<file path="config.mk">
export PLATFORM = sky130hd
export DESIGN_NAME = pattern_match_ctrl
export DESIGN_NICKNAME = d
export VERILOG_FILES = /design/src/rtl/pattern_match_pkg.sv /design/src/rtl/pattern_shift_cmp.sv /design/src/rtl/pattern_match_ctrl.sv
export SDC_FILE = /design/constraint.sdc
export NUM_CORES = 1
export LEC_CHECK = 0
export CORE_UTILIZATION = 40
export DETAILED_ROUTE_END_ITERATION = 8
export GPL_TIMING_DRIVEN = 0
export HOLD_SLACK_MARGIN = 0.05
export PLACE_DENSITY = 0.62
export SYNTH_ARGS = -nofsm -noshare
export SYNTH_HDL_FRONTEND = slang
export SYNTH_SLANG_ARGS = --single-unit
</file>
<file path="constraint.sdc">
create_clock -name clk -period 2.8 [get_ports clk]
set_input_delay 0.28 -clock clk [delete_from_list [all_inputs] [get_ports clk]]
set_output_delay 0.28 -clock clk [all_outputs]
set_load 0.005 [all_outputs]
</file>
<file path="src/rtl/pattern_match_pkg.sv">
// Shared types and defaults for the serial pattern matcher controller.
package pattern_match_pkg;

  typedef enum logic [1:0] {
    IDLE  = 2'd0,
    ARMED = 2'd1,
    DONE  = 2'd2
  } state_t;

  localparam int DEF_PAT_W = 8;
  localparam int DEF_LEN_W = 4;
  localparam int DEF_CNT_W = 16;
  localparam int DEF_TO_W  = 16;

  // A pattern length is usable only in 1..pat_w.
  function automatic logic len_legal(input int len, input int pat_w);
    return (len != 0) && (len <= pat_w);
  endfunction

endpackage

</file>
<file path="src/rtl/pattern_shift_cmp.sv">
// History shift register with fill tracking and a length-masked compare.
// hit is combinational for the current shift cycle.
module pattern_shift_cmp
  import pattern_match_pkg::*;
#(
  parameter int PAT_W = DEF_PAT_W,
  parameter int LEN_W = DEF_LEN_W
) (
  input  logic             clk,
  input  logic             rst,
  input  logic             clear,
  input  logic             shift,
  input  logic             in_bit,
  input  logic             overlap,
  input  logic [PAT_W-1:0] pattern,
  input  logic [LEN_W-1:0] len,
  output logic             hit
);

  logic [PAT_W-1:0] hist;
  logic [PAT_W-1:0] hist_next;
  logic [PAT_W-1:0] mask;
  logic [LEN_W-1:0] fill;
  logic [LEN_W-1:0] fill_next;

  always_comb begin
    hist_next = {hist[PAT_W-2:0], in_bit};
    fill_next = (fill == LEN_W'(PAT_W)) ? fill : fill + LEN_W'(1);
    for (int i = 0; i < PAT_W; i++) begin
      mask[i] = (i < int'(len));
    end
    hit = shift && (fill_next >= len) && ((hist_next & mask) == (pattern & mask));
  end

  always_ff @(posedge clk or posedge rst) begin
    if (rst) begin
      hist <= '0;
      fill <= '0;
    end else if (clear) begin
      hist <= '0;
      fill <= '0;
    end else if (shift) begin
      hist <= hist_next;
      // Without overlap the next match must be built from fresh bits only.
      fill <= (hit && !overlap) ? '0 : fill_next;
    end
  end

endmodule

</file>
<file path="src/rtl/pattern_match_ctrl.sv">
// Run-time controller: config handshake, arm/abort FSM, match and timeout counting.
// Outputs are registered; match_pulse lags the qualifying in_valid cycle by one clock.
module pattern_match_ctrl
  import pattern_match_pkg::*;
#(
  parameter int PAT_W = DEF_PAT_W,
  parameter int LEN_W = DEF_LEN_W,
  parameter int CNT_W = DEF_CNT_W,
  parameter int TO_W  = DEF_TO_W
) (
  input  logic             clk,
  input  logic             rst,
  input  logic             cfg_valid,
  output logic             cfg_ready,
  input  logic [PAT_W-1:0] cfg_pattern,
  input  logic [LEN_W-1:0] cfg_len,
  input  logic [CNT_W-1:0] cfg_target,
  input  logic [TO_W-1:0]  cfg_timeout,
  input  logic             cfg_overlap,
  input  logic             start,
  input  logic             abort,
  input  logic             in_valid,
  input  logic             in_bit,
  output logic             busy,
  output logic             match_pulse,
  output logic [CNT_W-1:0] match_count,
  output logic             done,
  output logic             timeout_flag,
  output logic             err
);

  state_t           state;
  state_t           state_next;
  logic [PAT_W-1:0] pat_q;
  logic [LEN_W-1:0] len_q;
  logic [CNT_W-1:0] target_q;
  logic [TO_W-1:0]  timeout_q;
  logic             overlap_q;
  logic             cfg_valid_q;
  logic [TO_W-1:0]  to_cnt;
  logic [TO_W-1:0]  to_cnt_next;
  logic [CNT_W-1:0] count_next;
  logic             idle;
  logic             armed;
  logic             shift;
  logic             hit;
  logic             arm;
  logic             cfg_take;
  logic             cfg_ok;
  logic             tgt_hit;
  logic             to_hit;

  assign idle      = (state == IDLE);
  assign armed     = (state == ARMED);
  assign cfg_ready = idle;
  assign busy      = armed;
  assign done      = (state == DONE);
  assign cfg_take  = cfg_valid && idle;
  assign cfg_ok    = len_legal(int'(cfg_len), PAT_W);
  assign shift     = armed && in_valid && !abort;

  pattern_shift_cmp #(
    .PAT_W(PAT_W),
    .LEN_W(LEN_W)
  ) u_cmp (
    .clk    (clk),
    .rst    (rst),
    .clear  (arm),
    .shift  (shift),
    .in_bit (in_bit),
    .overlap(overlap_q),
    .pattern(pat_q),
    .len    (len_q),
    .hit    (hit)
  );

  assign count_next  = (hit && (match_count != '1)) ? match_count + CNT_W'(1) : match_count;
  assign to_cnt_next = to_cnt + TO_W'(1);
  assign tgt_hit     = hit && (target_q != '0) && (count_next == target_q);
  assign to_hit      = (timeout_q != '0) && (to_cnt_next == timeout_q);

  always_ff @(posedge clk or posedge rst) begin
    if (rst) state <= IDLE;
    else     state <= state_next;
  end

  always_comb begin
    state_next = state;
    arm        = 1'b0;
    case (state)
      IDLE:  if (start && cfg_valid_q) begin state_next = ARMED; arm = 1'b1; end
      ARMED: if (tgt_hit || to_hit) state_next = DONE;
      DONE:  if (start) begin state_next = ARMED; arm = 1'b1; end
      default: state_next = IDLE;
    endcase
    // abort overrides every other transition, including a re-arm.
    if (abort) begin
      state_next = IDLE;
      arm        = 1'b0;
    end
  end

  always_ff @(posedge clk or posedge rst) begin
    if (rst) begin
      pat_q        <= '0;
      len_q        <= '0;
      target_q     <= '0;
      timeout_q    <= '0;
      overlap_q    <= 1'b0;
      cfg_valid_q  <= 1'b0;
      to_cnt       <= '0;
      match_count  <= '0;
      match_pulse  <= 1'b0;
      timeout_flag <= 1'b0;
      err          <= 1'b0;
    end else begin
      match_pulse <= hit;
      if (cfg_take) begin
        if (cfg_ok) begin
          pat_q       <= cfg_pattern;
          len_q       <= cfg_len;
          target_q    <= cfg_target;
          timeout_q   <= cfg_timeout;
          overlap_q   <= cfg_overlap;
          cfg_valid_q <= 1'b1;
          err         <= 1'b0;
        end else begin
          err <= 1'b1;
        end
      end
      if (idle && start && !cfg_valid_q) err <= 1'b1;
      if (abort) err <= 1'b0;
      if (arm) begin
        match_count  <= '0;
        to_cnt       <= '0;
        timeout_flag <= 1'b0;
      end else if (armed && !abort) begin
        match_count <= count_next;
        to_cnt      <= to_cnt_next;
        if (to_hit && !tgt_hit) timeout_flag <= 1'b1;
      end
    end
  end

endmodule

</file>
==> results of run 1 <==
[cell families (layout without fill, tap and decap cells)]
group,count (synthesis),count (layout)
mux,51,51
flops,94,94
fa+ha+maj,8,8
simple gates,203,203
compound gates,110,110
buf+inv,43,144
xor+xnor,51,51
[repair_timing]
item,CTS,global route
buffers inserted,10,5
endpoints found under the hold margin,0,0
gates resized for setup,17,22
gates cloned,0,0
pin swaps,12,16
setup endpoints to repair,8,10
[stage by stage]
| step | hold slack, ps | instance area [um2] | utilization | setup WS (ps) | TNS (ps) |
|---|---|---|---|---|---|
| after global routing | 394 | 7130 | 0.537 | -475 | -1340 |
| after CTS | 355 | 6980 | 0.525 | -416 | -1140 |
| after global placement | 460 | 6470 | 0.487 | -1510 | -148770 |
| after floorplan | 420 | 5520 | - | -88.5 | -198 |
| final | 336 | 7130 | 0.537 | -354 | -956 |
| after detailed placement | 474 | 6500 | 0.489 | -870 | -8000 |
[critical path, cell delays in order (launching register included)]
cell and delay [ps]:
dfrtp_2 440, ha_1 260, nand4_1 210, or4_4 610
or2_2 400, nand4_1 180, mux2i_2 300, o2111ai_2 160
nor4_2 330, o21ai_1 110
[flip-flops by register name, summed over array words and instances, names as in the netlist]
register	flops
cfg_valid_q	1
u_cmp.fill	4
state	2
to_cnt	16
err	1
match_pulse	1
target_q	16
overlap_q	1
len_q	4
u_cmp.hist	7
timeout_flag	1
timeout_q	16
pat_q	8
match_count	16
[placed cells by master (no fill, tap or decap), types with 3 or more instances in the layout]
| master | instances |
|---|---|
| clkbuf_1 | 18 |
| xor2_1 | 23 |
| o22ai_1 | 4 |
| a31oi_1 | 5 |
| nor2b_1 | 8 |
| and3_1 | 5 |
| inv_1 | 11 |
| a22o_1 | 8 |
| nor2_1 | 27 |
| buf_2 | 4 |
| nand4_1 | 17 |
| clkdlybuf4s50_1 | 73 |
| nor4_1 | 14 |
| nor4_2 | 3 |
| a21oi_1 | 16 |
| mux2_2 | 46 |
| dfrtp_1 | 92 |
| ha_1 | 7 |
| o211ai_1 | 6 |
| nand3_1 | 29 |
| o31ai_1 | 7 |
| buf_4 | 15 |
| xnor2_2 | 5 |
| xnor2_1 | 23 |
| bufinv_16 | 3 |
| mux2i_1 | 4 |
| clkbuf_16 | 9 |
| nand2b_1 | 9 |
| o21ai_0 | 32 |
| nor4_4 | 4 |
| nor3_1 | 14 |
| nand2_1 | 41 |
| o21ai_1 | 3 |
[worst min-delay path by stage]
| stage | start | endpoint | depth (start not counted) |
|---|---|---|---|
| after global placement | cfg_valid_q | err | 1 |
| after floorplan | in_bit | u_cmp.hist[0] | 1 |
| after detailed placement | cfg_valid_q | err | 1 |
| after global routing | rst | pat_q[0] | 2 |
| after CTS | rst | pat_q[0] | 2 |
| final | rst | pat_q[0] | 2 |
[power groups by stage]
stage | registers [W] | clock network (W) | logic, W
after floorplan | 0.00174 | 0 | 0.000788
after global placement | 0.00181 | 0 | 0.00104
after detailed placement | 0.00183 | 0 | 0.00107
after CTS | 0.00180 | 0.00147 | 0.00117
after global routing | 0.00183 | 0.00152 | 0.00133
final | 0.00180 | 0.00143 | 0.00122
[cell type report]
type                       instances  area, um2
fill                            1182       6160
multi-input combinational        423       3180
clock inverter                     5        106
buffer                            26        111
timing repair buffer              89        871
sequential                        94       2350
tap                              176        220
inverter                          14       55.1
clock buffer                      10        239
[routing by layer]
layer / up-vias / track usage
met5: - / 0
met2: 141 / 0.352
met4: 0 / 0.0934
li1: 2260 / -
met1: 2338 / 0.310
met3: 21 / 0.0364
==> summary.md, run 1 <==
| Metric | Value |
|---|---|
| Outcome | complete, but fails checks |
| Failing checks | negative setup slack |
| Max layer used | met4 |
| Routability Congestion | roughly 0.9 |
| # hold bufs at CTS | 0 |
| Max-Slew Margin vs Limit | 0.366 |
| Startpoint types | register |
| Post-route ant nets | 0 |
| Num CTS Buffers | 9 |
| Post-Synth Simple-Gate Area | 0.200 |
| CP max FO | 8 |
| Sequential share of the synthesized area | 0.429 |
| Final hold vios | 0 |
| WL final | 15.2 mm |
| CTS tree | built |
| R2R setup slack | -350 ps |
| Hpwl dp | approximately 11 mm |
| Num rows | 42 |
| Clk sinks | 94 |
| Largest net degree at the start of global routing | 54 |
| Xor/xnor share of the synthesized area | 0.0815 |
| Flop pwr share | 0.404 |
| Tcrit/Tclk final | 1.13 |
| Share of layout cells above drive strength 1 | 0.201 |
| VDD IR-drop max | 0.317 mV |
| Overall power | between 0.004 and 0.005 W |
| Mux cell area share after synthesis | 0.104 |
| Leakage | about 2.8 nW |
| Post-Syn Nets | 620 |
| Initial antenna violation count | 0 |
| Syn Inst Count | 560 |
| Critical path launch point | match_count[0] |
| Non-filler cells, final | ~840 |
| Vias in the first global route | roughly 4600 |
| R2R cell count | 9 |
| Met2 WL | 7.23 mm |
| WL/cell | 18.2 um |
| Top-area cell type share of the netlist area | 0.429 |
| Actual slew at the worst max-slew pin | between 900 and 1000 ps |
| CTS root buf | clkbuf_16 |
| Routed vias | 4760 |
| IO buf count | 73 |
| IO Pins | between 70 and 80 |
| Post-DR vias/cell | between 5 and 6 |
| Sw Ratio | 0.306 |
| Die W | roughly 120 um |
| Largest family of logic cells by synthesized area | simple AND/OR/NAND/NOR gates |
| Starting Density | 0.412 |
| Reg clk slew, reported paths | around 70 ps |
| Post-synth top cells | dfrtp_1, mux2_2, nand2_1 |
| DIE AREA | around 14000 um2 |
| Synth Area in Adders | 0.0183 |
| Netlist cell types | 60 |
| Critical Path End | state[0] |
| Drt pass-1 iters | 5 |
| Post-synthesis compound-gate area fraction | 0.136 |
| Worst Path Required | about 3000 ps |
| Max-cap violation count | 0 |
| Final Max Tran Viols | 0 |
| Comb power frac | 0.274 |
| Avg Cell Area, Syn | 9.79 um2 |
| Ys Warns | 0 |
| First-pass GRT wire length | about 25 mm |
| Met3 WL | roughly 760 um |
| Clock Skew | ~3.9 ps |
| Kind of critical path | reg2reg |
| Area of the mapped netlist | 5480 um2 |
| Main synth FF type | dfrtp_1 |
| Cell-internal power | ~0.0031 W |
| Setup slack after layout | -354 ps |
| Placed insts | between 800 and 900 |
| H-tree levels | 3 |
| HP Class | in2async |
| Final #Nets | about 720 |
| Minimum clock period | between 3000 and 4000 ps |
| Terminus of the critical flop-to-flop path | state[0] |
| Core area | between 10000 and 15000 um2 |
| Number of synthesized register bits | 94 |
| Area delta synth->final | 30.2% |
| P_sw | 0.00136 W |
| # DRC | 0 |
| Number of synthesized flops with an enable pin | 0 |
| Die Ht | between 100 and 150 um |
| DRC violation total after the first TritonRoute iteration | roughly 330 |
| Clock Path Buffers | 2 |
| Grt total ovfl | 0 |
| Fmax | 317 MHz |
| Synth top area cells | dfrtp_1, mux2_2, xnor2_1 |
| Worst R2R Start | match_count[0] |
| Crit. End Element | register |
| RSZ-0062 raised after global routing | true |
| Yosys top cell by area | dfrtp_1 |
| Endpoints failing setup | 3 |
| Metal1 wirelength | around 7 mm |
| Diode count | 0 |
| Count leader, synth | dfrtp_1 |
| GR Util All Layers | 0.226 |
| Pwr dens | 625 nW/um2 |
| Clock network power share | 0.322 |
| Fraction of registers with async set/reset | 1.00 |
| WP data arrival | roughly 3400 ps |
| Clk_lat worst skew | 350 ps |
No activity file was read; power rests on OpenSTA's default activity.
==> inputs of run 2 (changes only) <==
--- a/config.mk
+++ b/config.mk
@@ -9,7 +9,8 @@
 export DETAILED_ROUTE_END_ITERATION = 8
 export GPL_TIMING_DRIVEN = 0
 export HOLD_SLACK_MARGIN = 0.05
-export PLACE_DENSITY = 0.62
+export PLACE_DENSITY = 0.61
 export SYNTH_ARGS = -nofsm -noshare
 export SYNTH_HDL_FRONTEND = slang
+export SYNTH_HIERARCHICAL = 1
 export SYNTH_SLANG_ARGS = --single-unit
==> summary.md, run 2 <==
| Metric | Value |
|---|---|
| Grt met2 use | 0.357 (was 0.352) |
| Share of layout cells above drive strength 1 | 0.202 (was 0.201) |
| Actual slew at the worst max-slew pin | 863 ps (was 949 ps) |
| Synth top area cells | dfrtp_1, mux2_2, xnor2_1 (unchanged) |
| Fmax | 252 MHz (was 317 MHz) |
| HP Class | in2async (unchanged) |
| Area delta synth->final | 31.0% (was 30.2%) |
| Non-filler cells, final | 864 (was 837) |
| IO Pins | 74 (unchanged) |
| CTS tree | built (unchanged) |
| Max-cap violation count | 0 (unchanged) |
| Dpl ws | -1980 ps (was -870 ps) |
| Number of synthesized flops with an enable pin | 0 (unchanged) |
| Outcome | complete, but fails checks (unchanged) |
| Terminus of the critical flop-to-flop path | state[0] (unchanged) |
| Final Max Tran Viols | 0 (unchanged) |
| Post-route ant nets | 0 (unchanged) |
| Clk_lat worst skew | 350 ps (about the same) |
| Final hold vios | 0 (unchanged) |
| Startpoint types | register (unchanged) |
| Kind of critical path | reg2reg (unchanged) |
| Yosys top cell by area | dfrtp_1 (unchanged) |
| Num rows | 42 (unchanged) |
| Drt pass-1 iters | 6 (was 5) |
| R2R cell count | 18 (was 9) |
| Largest net degree at the start of global routing | 65 (was 54) |
| Fraction of registers with async set/reset | 1.00 (unchanged) |
| Area of the mapped netlist | 5620 um2 (was 5480 um2) |
| Clock Path Buffers | 2 (unchanged) |
| Max-Slew Margin vs Limit | 0.422 (was 0.366) |
| Num CTS Buffers | 9 (unchanged) |
| Syn Inst Count | 580 (was 560) |
| WL/cell | 18.0 um (was 18.2 um) |
| RSZ-0062 raised after global routing | true (unchanged) |
| Reg clk slew, reported paths | 70 ps (about the same) |
| First-pass GRT wire length | 25.0 mm (was 24.5 mm) |
| CP max FO | 6 (was 8) |
| Number of synthesized register bits | 94 (unchanged) |
| DRC violation total after the first TritonRoute iteration | 413 (was 332) |
| Most frequent cells in the layout | dfrtp_1, clkdlybuf4s50_1, mux2_2 (unchanged) |
| IO buf count | 73 (unchanged) |
| DIE AREA | 14500 um2 (was 14200 um2) |
| Hpwl dp | 11.2 mm (was 11.0 mm) |
| Worst R2R Start | u_cmp/fill[1] (was match_count[0]) |
| Netlist cell types | 64 (was 60) |
| Routability Congestion | 0.909 (was 0.902) |
| Final #Nets | 744 (was 717) |
| Avg Cell Area, Syn | 9.69 um2 (was 9.79 um2) |
| Worst Path Required | 3000 ps (was 3010 ps) |
| Ys Warns | 6 (was 0) |
| Setup TNS | -5760 ps (was -956 ps) |
| Failing checks | negative setup slack (unchanged) |
| Sequential share of the synthesized area | 0.419 (was 0.429) |
| Clk sinks | 94 (unchanged) |
| Die W | 121 um (was 119 um) |
| Post-Route Utilization | 0.547 (was 0.537) |
| Die Ht | 121 um (was 119 um) |
| Vias in the first global route | 4836 (was 4636) |
| Setup slack after layout | -1170 ps (was -354 ps) |
| Count leader, synth | dfrtp_1 (unchanged) |
| Met1 GRT Util | 0.299 (was 0.310) |
| R2R setup slack | -1170 ps (was -350 ps) |
| Core area | 13500 um2 (was 13300 um2) |
| Main synth FF type | dfrtp_1 (unchanged) |
| GR Util All Layers | 0.224 (was 0.226) |
| Starting Density | 0.418 (was 0.412) |
| H-tree levels | 3 (unchanged) |
| Endpoints failing setup | 10 (was 3) |
| Clock Skew | 8.91 ps (was 3.93 ps) |
| Tcrit/Tclk final | 1.42 (was 1.13) |
| Initial antenna violation count | 0 (unchanged) |
| Leakage | 2.90 nW (was 2.81 nW) |
| Top-area cell type share of the netlist area | 0.419 (was 0.429) |
| Pwr dens | 559 nW/um2 (was 625 nW/um2) |
| Grt total ovfl | 0 (unchanged) |
| Post-DR vias/cell | 5.72 (was 5.69) |
| Placed insts | 830 (was 810) |
| Routed vias | 4946 (was 4760) |
| Minimum clock period | 3970 ps (was 3150 ps) |
| Crit. End Element | register (unchanged) |
| Diode count | 0 (unchanged) |
| Post-synth top cells | dfrtp_1, nor2_1, mux2_2 (was dfrtp_1, mux2_2, nand2_1) |
| WP data arrival | 4170 ps (was 3360 ps) |
| Leading cell type in the layout, fill and taps excluded | dfrtp_1 (unchanged) |
| Busiest grt layer | met2 (unchanged) |
| WL final | 15.6 mm (was 15.2 mm) |
| # DRC | 0 (unchanged) |
| CTS root buf | clkbuf_16 (unchanged) |
| # hold bufs at CTS | 0 (unchanged) |
| VDD IR-drop max | 0.321 mV (was 0.317 mV) |
| Post-Syn Nets | 640 (was 620) |
| Filler cells | 1261 (was 1182) |
| Met3 usage | 0.0561 (was 0.0364) |
run 2: metrics by stage:
stage,power (W),instance area (um2),hold slack (ps)
2_1_floorplan,0.00244,5720,132
3_3_place_gp,0.00271,6670,467
3_5_place_dp,0.00275,6700,476
4_1_cts,0.00414,7320,269
5_1_grt,0.00434,7360,297
6_report,0.00412,7360,261
run 2: final cells by class:
type,count,area [um2],share of cell area
tap,176,220,0.0299
clock buffer,9,225,0.0306
timing repair buffer,94,923,0.125
inverter,15,58.8,0.00799
sequential,94,2350,0.319
clock inverter,6,86.3,0.0117
multi-input combinational,440,3360,0.457
buffer,30,135,0.0184
run 2: power breakdown:
group	switching [W]	internal [W]	leakage [nW]	total, W
Clock	0.000537	0.000777	0.152	0.00131
Sequential	0.000243	0.00155	1.20	0.00180
Combinational	0.000450	0.000558	1.55	0.00101
Total	0.00123	0.00289	2.90	0.00412
run 2: what timing repair did:
item                                    4_1_cts  5_1_grt
resized for setup                            35       19
hold endpoints to repair                      0        0
endpoints found under the setup margin       19       25
pin swaps                                    19        2
setup buffers                                19        1
run 2: cell families after synthesis:
kind of cell | Yosys count | synth area share
and+or+nand+nor | 208 | 0.202
adders and majority gates | 8 | 0.0178
xor gates and xnor gates | 55 | 0.0857
buffers and inverters | 46 | 0.0314
muxes | 54 | 0.106
AOI/OAI and AO/OA | 115 | 0.138
DFF | 94 | 0.419
run 2: critical path, cell delays in order (launching register included):
cell and delay (ps):
dfrtp_1 420, inv_2 90, ha_4 140, nand2_4 70, nand3_4 80, o21ai_4 70, ha_4 260, o21a_1 120
o221ai_2 120, nor4_4 280, buf_6 160, buf_4 140, and3_4 230, nand2_2 100, nor4_1 370, o22ai_1 180
or4_4 450, nor4_4 400, o31ai_1 130
run 2: worst max path at each step:
stage                       start        to  slack (ps)  depth (start not counted)
CTS                 u_cmp/fill[0]  state[0]       -1120                         17
global route        u_cmp/fill[0]  state[0]       -1300                         18
detailed placement          abort  state[0]       -1980                         15
finish              u_cmp/fill[1]  state[0]       -1170                         18
global placement            abort  state[0]       -1920                         15
floorplan           u_cmp/fill[0]  state[0]       -1020                         17
run 2: layer usage:
layer  wire length, um  vias to the layer above
met3              1020                       32
met4               310                        0
met5                 0                        -
li1                  -                     2338
met1              7030                     2392
met2              7200                      184
